===== src/rtl/perf_counter_bank_if.sv =====
// perf_counter_bank_if: bundles the event, control, configuration and read-port
// signals of perf_counter_bank. Clock and reset stay outside as plain ports.
//
// Signals:
//   evt_i      level event lines, synchronous to the bank clock
//   start_i    enter RUN
//   stop_i     enter IDLE
//   clear_i    zero live counters and overflow flags
//   snap_i     copy live counters into shadow registers
//   cfg_we_i   configuration write strobe
//   cfg_idx_i  counter being configured
//   cfg_evt_i  event select for the configured counter
//   cfg_mode_i count mode: 00 OFF, 01 LEVEL, 10 EDGE, 11 CYCLES
//   rd_idx_i   shadow register to read
//   rd_data_o  registered shadow read data
//   ovf_o      sticky per-counter overflow flags
//   running_o  high while in RUN
// Modports: slave = the counter bank, master = whoever drives it.
interface perf_counter_bank_if #(
  parameter int unsigned NUM_CNT   = 4,
  parameter int unsigned CNT_WIDTH = 32,
  parameter int unsigned NUM_EVT   = 8
);
  localparam int unsigned IdxW = (NUM_CNT > 1) ? $clog2(NUM_CNT) : 1;
  localparam int unsigned EvtW = $clog2(NUM_EVT);

  logic [NUM_EVT-1:0]   evt_i;
  logic                 start_i;
  logic                 stop_i;
  logic                 clear_i;
  logic                 snap_i;
  logic                 cfg_we_i;
  logic [IdxW-1:0]      cfg_idx_i;
  logic [EvtW-1:0]      cfg_evt_i;
  logic [1:0]           cfg_mode_i;
  logic [IdxW-1:0]      rd_idx_i;
  logic [CNT_WIDTH-1:0] rd_data_o;
  logic [NUM_CNT-1:0]   ovf_o;
  logic                 running_o;

  modport slave (
    input  evt_i, start_i, stop_i, clear_i, snap_i,
    input  cfg_we_i, cfg_idx_i, cfg_evt_i, cfg_mode_i, rd_idx_i,
    output rd_data_o, ovf_o, running_o
  );

  modport master (
    output evt_i, start_i, stop_i, clear_i, snap_i,
    output cfg_we_i, cfg_idx_i, cfg_evt_i, cfg_mode_i, rd_idx_i,
    input  rd_data_o, ovf_o, running_o
  );
endinterface


===== src/rtl/perf_counter_bank.sv =====
// perf_counter_bank: NUM_CNT independent performance counters for the RV32I
// pipeline. Each counter selects one event line and a count mode (OFF, LEVEL,
// EDGE, CYCLES). A global IDLE/RUN FSM gates counting; clear zeroes live
// counters and overflow flags; snap copies live counters into shadow registers,
// which are read back through a registered read port.
//
// Ports:
//   clk_i   single clock, rising edge
//   rstn_i  asynchronous active-low reset
//   bus_io  perf_counter_bank_if slave modport (events, strobes, config, read)
module perf_counter_bank #(
  parameter int unsigned NUM_CNT   = 4,
  parameter int unsigned CNT_WIDTH = 32,
  parameter int unsigned NUM_EVT   = 8,
  parameter bit          SATURATE  = 1'b0
) (
  input logic                 clk_i,
  input logic                 rstn_i,
  perf_counter_bank_if.slave  bus_io
);

  localparam int unsigned IdxW = (NUM_CNT > 1) ? $clog2(NUM_CNT) : 1;
  localparam int unsigned EvtW = $clog2(NUM_EVT);
  // One extra bit so NUM_EVT itself is representable for the range check.
  localparam logic [EvtW:0] NumEvtL = (EvtW + 1)'(NUM_EVT);

  typedef enum logic {StIdle, StRun} state_e;
  typedef enum logic [1:0] {ModeOff, ModeLevel, ModeEdge, ModeCycles} mode_e;

  state_e               r_state;
  logic                 r_running;
  logic [NUM_EVT-1:0]   r_evt_q;
  logic [CNT_WIDTH-1:0] r_cnt     [NUM_CNT];
  logic [CNT_WIDTH-1:0] r_shadow  [NUM_CNT];
  logic [EvtW-1:0]      r_cfg_evt [NUM_CNT];
  mode_e                r_cfg_mode[NUM_CNT];
  logic [NUM_CNT-1:0]   r_ovf;
  logic [CNT_WIDTH-1:0] r_rd_data;

  logic [NUM_CNT-1:0]   w_hit;
  logic [NUM_CNT-1:0]   w_inc;
  logic                 w_cfg_ok;
  logic [CNT_WIDTH-1:0] w_rd_data;

  // ---------------------------------------------------------------------------
  // Run-control FSM. Clear never moves the FSM; stop still acts when it
  // arrives together with clear, and stop beats start.
  // ---------------------------------------------------------------------------
  always_ff @(posedge clk_i or negedge rstn_i) begin
    if (!rstn_i) begin
      r_state   <= StIdle;
      r_running <= 1'b0;
    end else begin
      unique case (r_state)
        StIdle: begin
          if (bus_io.start_i && !bus_io.stop_i) begin
            r_state   <= StRun;
            r_running <= 1'b1;
          end
        end
        StRun: begin
          if (bus_io.stop_i) begin
            r_state   <= StIdle;
            r_running <= 1'b0;
          end
        end
      endcase
    end
  end

  // ---------------------------------------------------------------------------
  // Per-counter count condition, using the configuration in effect this cycle.
  // ---------------------------------------------------------------------------
  always_comb begin
    w_hit = '0;
    for (int i = 0; i < NUM_CNT; i++) begin
      unique case (r_cfg_mode[i])
        ModeOff:    w_hit[i] = 1'b0;
        ModeLevel:  w_hit[i] = bus_io.evt_i[r_cfg_evt[i]];
        ModeEdge:   w_hit[i] = bus_io.evt_i[r_cfg_evt[i]] & ~r_evt_q[r_cfg_evt[i]];
        ModeCycles: w_hit[i] = 1'b1;
      endcase
    end
  end

  assign w_inc = w_hit & {NUM_CNT{r_state == StRun}};

  // Out-of-range counter indices simply match no entry below; out-of-range
  // event selects must reject the whole write.
  assign w_cfg_ok = bus_io.cfg_we_i && ({1'b0, bus_io.cfg_evt_i} < NumEvtL);

  // ---------------------------------------------------------------------------
  // Event history, configuration, live counters, overflow flags and shadows.
  // ---------------------------------------------------------------------------
  always_ff @(posedge clk_i or negedge rstn_i) begin
    if (!rstn_i) begin
      r_evt_q <= '0;
      r_ovf   <= '0;
      for (int i = 0; i < NUM_CNT; i++) begin
        r_cnt[i]      <= '0;
        r_shadow[i]   <= '0;
        r_cfg_evt[i]  <= '0;
        r_cfg_mode[i] <= ModeOff;
      end
    end else begin
      r_evt_q <= bus_io.evt_i;
      for (int i = 0; i < NUM_CNT; i++) begin
        if (w_cfg_ok && (bus_io.cfg_idx_i == IdxW'(i))) begin
          r_cfg_evt[i]  <= bus_io.cfg_evt_i;
          r_cfg_mode[i] <= mode_e'(bus_io.cfg_mode_i);
        end

        // Snapshot takes the pre-edge value, so it ignores this cycle's
        // increment or clear.
        if (bus_io.snap_i) begin
          r_shadow[i] <= r_cnt[i];
        end

        if (bus_io.clear_i) begin
          r_cnt[i] <= '0;
          r_ovf[i] <= 1'b0;
        end else if (w_inc[i]) begin
          if (&r_cnt[i]) begin
            r_ovf[i] <= 1'b1;
            r_cnt[i] <= SATURATE ? r_cnt[i] : '0;
          end else begin
            r_cnt[i] <= r_cnt[i] + CNT_WIDTH'(1);
          end
        end
      end
    end
  end

  // ---------------------------------------------------------------------------
  // Registered read port; an index with no matching counter reads as zero.
  // ---------------------------------------------------------------------------
  always_comb begin
    w_rd_data = '0;
    for (int i = 0; i < NUM_CNT; i++) begin
      if (bus_io.rd_idx_i == IdxW'(i)) begin
        w_rd_data = r_shadow[i];
      end
    end
  end

  always_ff @(posedge clk_i or negedge rstn_i) begin
    if (!rstn_i) begin
      r_rd_data <= '0;
    end else begin
      r_rd_data <= w_rd_data;
    end
  end

  assign bus_io.rd_data_o = r_rd_data;
  assign bus_io.ovf_o     = r_ovf;
  assign bus_io.running_o = r_running;

endmodule


===== src/flat_wrapper.sv =====
// flat-port wrapper written by rule: the top's interface ports become plain ports
module perf_counter_bank_flat 
#(
  parameter int unsigned NUM_CNT   = 4,
  parameter int unsigned CNT_WIDTH = 32,
  parameter int unsigned NUM_EVT   = 8,
  parameter bit          SATURATE  = 1'b0
)
  (clk_i, rstn_i, bus_io_evt_i, bus_io_start_i, bus_io_stop_i, bus_io_clear_i, bus_io_snap_i, bus_io_cfg_we_i, bus_io_cfg_idx_i, bus_io_cfg_evt_i, bus_io_cfg_mode_i, bus_io_rd_idx_i, bus_io_rd_data_o, bus_io_ovf_o, bus_io_running_o);
  perf_counter_bank_if #(.NUM_CNT(NUM_CNT), .CNT_WIDTH(CNT_WIDTH), .NUM_EVT(NUM_EVT)) bus_io_i ();
  input logic clk_i;
  input logic rstn_i;
  input wire logic [$bits(bus_io_i.evt_i)-1:0] bus_io_evt_i;
  input wire logic [$bits(bus_io_i.start_i)-1:0] bus_io_start_i;
  input wire logic [$bits(bus_io_i.stop_i)-1:0] bus_io_stop_i;
  input wire logic [$bits(bus_io_i.clear_i)-1:0] bus_io_clear_i;
  input wire logic [$bits(bus_io_i.snap_i)-1:0] bus_io_snap_i;
  input wire logic [$bits(bus_io_i.cfg_we_i)-1:0] bus_io_cfg_we_i;
  input wire logic [$bits(bus_io_i.cfg_idx_i)-1:0] bus_io_cfg_idx_i;
  input wire logic [$bits(bus_io_i.cfg_evt_i)-1:0] bus_io_cfg_evt_i;
  input wire logic [$bits(bus_io_i.cfg_mode_i)-1:0] bus_io_cfg_mode_i;
  input wire logic [$bits(bus_io_i.rd_idx_i)-1:0] bus_io_rd_idx_i;
  output wire logic [$bits(bus_io_i.rd_data_o)-1:0] bus_io_rd_data_o;
  output wire logic [$bits(bus_io_i.ovf_o)-1:0] bus_io_ovf_o;
  output wire logic [$bits(bus_io_i.running_o)-1:0] bus_io_running_o;
  assign bus_io_i.evt_i = bus_io_evt_i;
  assign bus_io_i.start_i = bus_io_start_i;
  assign bus_io_i.stop_i = bus_io_stop_i;
  assign bus_io_i.clear_i = bus_io_clear_i;
  assign bus_io_i.snap_i = bus_io_snap_i;
  assign bus_io_i.cfg_we_i = bus_io_cfg_we_i;
  assign bus_io_i.cfg_idx_i = bus_io_cfg_idx_i;
  assign bus_io_i.cfg_evt_i = bus_io_cfg_evt_i;
  assign bus_io_i.cfg_mode_i = bus_io_cfg_mode_i;
  assign bus_io_i.rd_idx_i = bus_io_rd_idx_i;
  assign bus_io_rd_data_o = bus_io_i.rd_data_o;
  assign bus_io_ovf_o = bus_io_i.ovf_o;
  assign bus_io_running_o = bus_io_i.running_o;
  perf_counter_bank #(.NUM_CNT(NUM_CNT), .CNT_WIDTH(CNT_WIDTH), .NUM_EVT(NUM_EVT), .SATURATE(SATURATE)) u_core (.clk_i(clk_i), .rstn_i(rstn_i), .bus_io(bus_io_i));
endmodule

===== config.mk =====
export PLATFORM = sky130hd
export DESIGN_NAME = perf_counter_bank_flat
export DESIGN_NICKNAME = d
export VERILOG_FILES = /design/src/rtl/perf_counter_bank_if.sv /design/src/rtl/perf_counter_bank.sv /design/src/flat_wrapper.sv
export SDC_FILE = /design/constraint.sdc
export NUM_CORES = 1
export LEC_CHECK = 0
export CAP_MARGIN = 10
export CORE_ASPECT_RATIO = 1.25
export CORE_MARGIN = 5
export CORE_UTILIZATION = 49
export DETAILED_ROUTE_END_ITERATION = 16
export GPL_TIMING_DRIVEN = 0
export HOLD_SLACK_MARGIN = 0.03
export PLACE_DENSITY = 0.66
export SLEW_MARGIN = 10
export SYNTH_ARGS = -nofsm -noshare
export SYNTH_HDL_FRONTEND = slang
export SYNTH_SLANG_ARGS = --single-unit

===== constraint.sdc =====
create_clock -name clk_i -period 2.7 [get_ports clk_i]
set_input_delay 0.54 -clock clk_i [delete_from_list [all_inputs] [get_ports clk_i]]
set_output_delay 0.54 -clock clk_i [all_outputs]
set_load 0.005 [all_outputs]

==> run metrics, run 1 <==
status=complete, no violations; Max-cap violations=0; Routed WL=roughly 40000 um; Final Hold Fails=0; Post-synth top cells=322 x dfrtp_1, 155 x mux2_2, 89 x a21oi_1, 68 x nor2_1, 64 x nand2_1; initial core utilization=0.493; gr usage total=0.231; VDD IR max=about 0.00047 V; Multi-input gate area=0.00678 sq mm; Worst Tran Pin Value=roughly 1000 ps; layout cell share with drive strength beyond 1=0.238; DRC Markers=0; post-synth top area share=0.532; Filler Cell Count=2490; fin nets=about 1400; DR WL/cell=22.1 um; ys flop type=dfrtp_1; CTS max path bufs=3; Max-slew headroom=0.330; Post-Synthesis Net Count=around 1300; Setup Skew=between 20 and 30 ps; Yosys warning count=0; fin cells=approximately 1800; Startpoint Class=primary input; P_leak=between 7 and 8 nW; Synth area leaders=dfrtp_1 53%, mux2_2 12%, mux4_2 6.4%, a21oi_1 2.9%, or3_1 2.0%; setup slack, reg-to-reg=around 120 ps; Setup violations, final=0; DR vias/cell=around 6; first-pass GRT wire length=between 60000 and 70000 um; FF+latch count, synth=322; Synth area leader=dfrtp_1; routability cong.=0.901; power per cell area=642 mW/mm^2; most common cell in the netlist=dfrtp_1; floorplan core area=about 0.031 sq mm; achievable frequency=approximately 0.38 GHz; FP Rows=between 70 and 80; Hold Crit Class=primary input to async pin; Tcrit/Tclk final=0.965; mean post-synth cell area=roughly 12 sq um; clk sinks=approximately 320; Post-synth EDFFs=0; H-tree depth=2; die area=about 0.035 sq mm; die height=207 um; Post-DRT Antenna Nets=0; Ports=between 60 and 70; grt ovf=0; P&R area growth vs syn=17.4%; CTS Root Cell=clkbuf_16; post-synthesis sequential area ratio=0.532; I/O Buffers=58; post-DP HPWL=approximately 29000 um; DRT iter0 DRCs=slightly below 800; Syn Inst Count=1269; total CTS buffers=34; number of global-route vias before repair=10700; FF/Latch Area=about 0.0081 sq mm; CTS tree=yes; Reg clk slew, reported paths=approximately 60 ps; Post-Syn Area=roughly 0.015 sq mm; placed cells=approximately 1700; Clock Latency Late Sink=around 540 ps; DRT Pass-1 Iters=5; via count=roughly 11000; Critical Path Fanout Max=10; CP Data Required Time=between 3000 and 4000 ps; initial antenna violation count=1; die width=~170 um; largest net degree at the start of global routing=~120; post-synthesis cell type count=65; critical setup path kind=primary input to flop; Worst EP arrival=3030 ps; Core Util, Final=0.579; crit end category=flop; Synth async-reset ratio=1.00; Tmin final=between 2000 and 3000 ps; Slew Viols, Final=0
## layout make-up
class / count / area share
Antenna cell: 1 / 0.000141
Buffer: 58 / 0.0173
Clock buffer: 46 / 0.0555
Clock inverter: 15 / 0.0182
Inverter: 27 / 0.00577
Multi-Input combinational cell: 860 / 0.381
Sequential cell: 322 / 0.453
Tap cell: 407 / 0.0286
Timing Repair Buffer: 67 / 0.0402
## cells in the final DEF, fill, tap and decap left out, types with 28 or more instances in the layout
master / synthesis / routed
dfrtp_1: 322 / 321
mux2_2: 155 / 155
a21oi_1: 89 / 88
nor2_1: 68 / 66
nand2_1: 64 / 64
nand3_1: 61 / 61
clkdlybuf4s50_1: 0 / 57
o21ai_0: 50 / 49
or3_1: 49 / 49
mux4_2: 43 / 43
nand4_1: 41 / 41
clkbuf_16: 0 / 35
xor2_1: 32 / 32
and3_1: 30 / 30
clkbuf_1: 27 / 28
## power breakdown
group | internal [mW] | switching (mW)
clock | 3.44 | 1.97
combinational | 0.407 | 0.574
sequential | 4.92 | 0.110
total | 8.76 | 2.65
## flip-flops by register name, indices dropped and copies added, names as in the netlist
| signal | flops |
|---|---|
| u_core.bus_io.ovf_o | 4 |
| u_core.bus_io.rd_data_o | 32 |
| u_core.bus_io.running_o | 1 |
| u_core.r_cfg_evt | 12 |
| u_core.r_cfg_mode | 8 |
| u_core.r_cnt | 128 |
| u_core.r_evt_q | 8 |
| u_core.r_shadow | 128 |
| u_core.r_state | 1 |
## through the flow
| stage | instance area (sq um) | power, mW | hold WS (ps) | worst slack, ps | setup TNS (ps) |
|---|---|---|---|---|---|
| floorplan | 15100 | 5.68 | 244 | 465 | 0 |
| global placement | 16200 | 6.04 | 480 | -12860 | -4182600 |
| detailed placement | 16300 | 6.07 | 468 | -811 | -61890 |
| CTS | 17700 | 11.5 | 489 | 31.3 | 0 |
| global route | 17800 | 11.8 | 510 | -3.02 | -3.02 |
| finish | 17800 | 11.4 | 487 | 95.1 | 0 |
## layer usage
metal / vias to the layer above / global-route usage / wire length [um]
met1: 5513 / 0.304 / 16400
li1: 4931 / - / -
met2: 309 / 0.385 / 19300
met4: 0 / 0.0997 / 1900
met3: 79 / 0.0394 / 2270
met5: - / 0 / 0
## worst max-delay path, cell delays in order
cell,delay [ps]
clkdlybuf4s50_1,530
mux4_2,500
mux2_2,310
o21a_1,250
buf_2,210
buf_1,260
nand4_1,190
xor2_1,180
nor2_1,60
## timing repair
| item | in CTS | in global routing |
|---|---|---|
| buffers inserted | 1 | 4 |
| endpoints found under the setup margin | 75 | 98 |
| endpoints found under the hold margin | 43 | 0 |
| pin swaps | 1 | 2 |
| hold buffers | 1 | 0 |
| gates resized for setup | 11 | 15 |
## logic make-up after synthesis
| group | share of synthesized area |
|---|---|
| xor gates and xnor gates | 0.0243 |
| AOI/OAI and AO/OA | 0.0764 |
| adders and majority gates | 0.00330 |
| DFF | 0.532 |
| muxes | 0.186 |
| and+or+nand+nor | 0.151 |
| buffers and inverters | 0.0270 |
## path summary, 6_finish.rpt
path | depth (start not counted) | end | startpoint
setup reg to reg | 7 | u_core.r_cnt[88] | u_core.r_cnt[68]
max in group asynchronous | 4 | u_core.r_cnt[0] | rstn_i
min in group clk_i | 2 | u_core.bus_io.ovf_o[3] | u_core.bus_io.ovf_o[3]
hold / removal | 2 | u_core.r_evt_q[0] | rstn_i
hold reg to reg | 2 | u_core.bus_io.ovf_o[3] | u_core.bus_io.ovf_o[3]
setup / recovery | 9 | u_core.r_cnt[11] | bus_io_evt_i[0]
Power figures use the tool's default switching activity.
==> run 2, diff against run 1 <==
--- a/constraint.sdc
+++ b/constraint.sdc
@@ -3,2 +3,2 @@
 set_output_delay 0.54 -clock clk_i [all_outputs]
-set_load 0.005 [all_outputs]
+set_load 0.02 [all_outputs]
==> results of run 2 <==
The final DEF is identical to that of run 1. Status: complete, no violations.
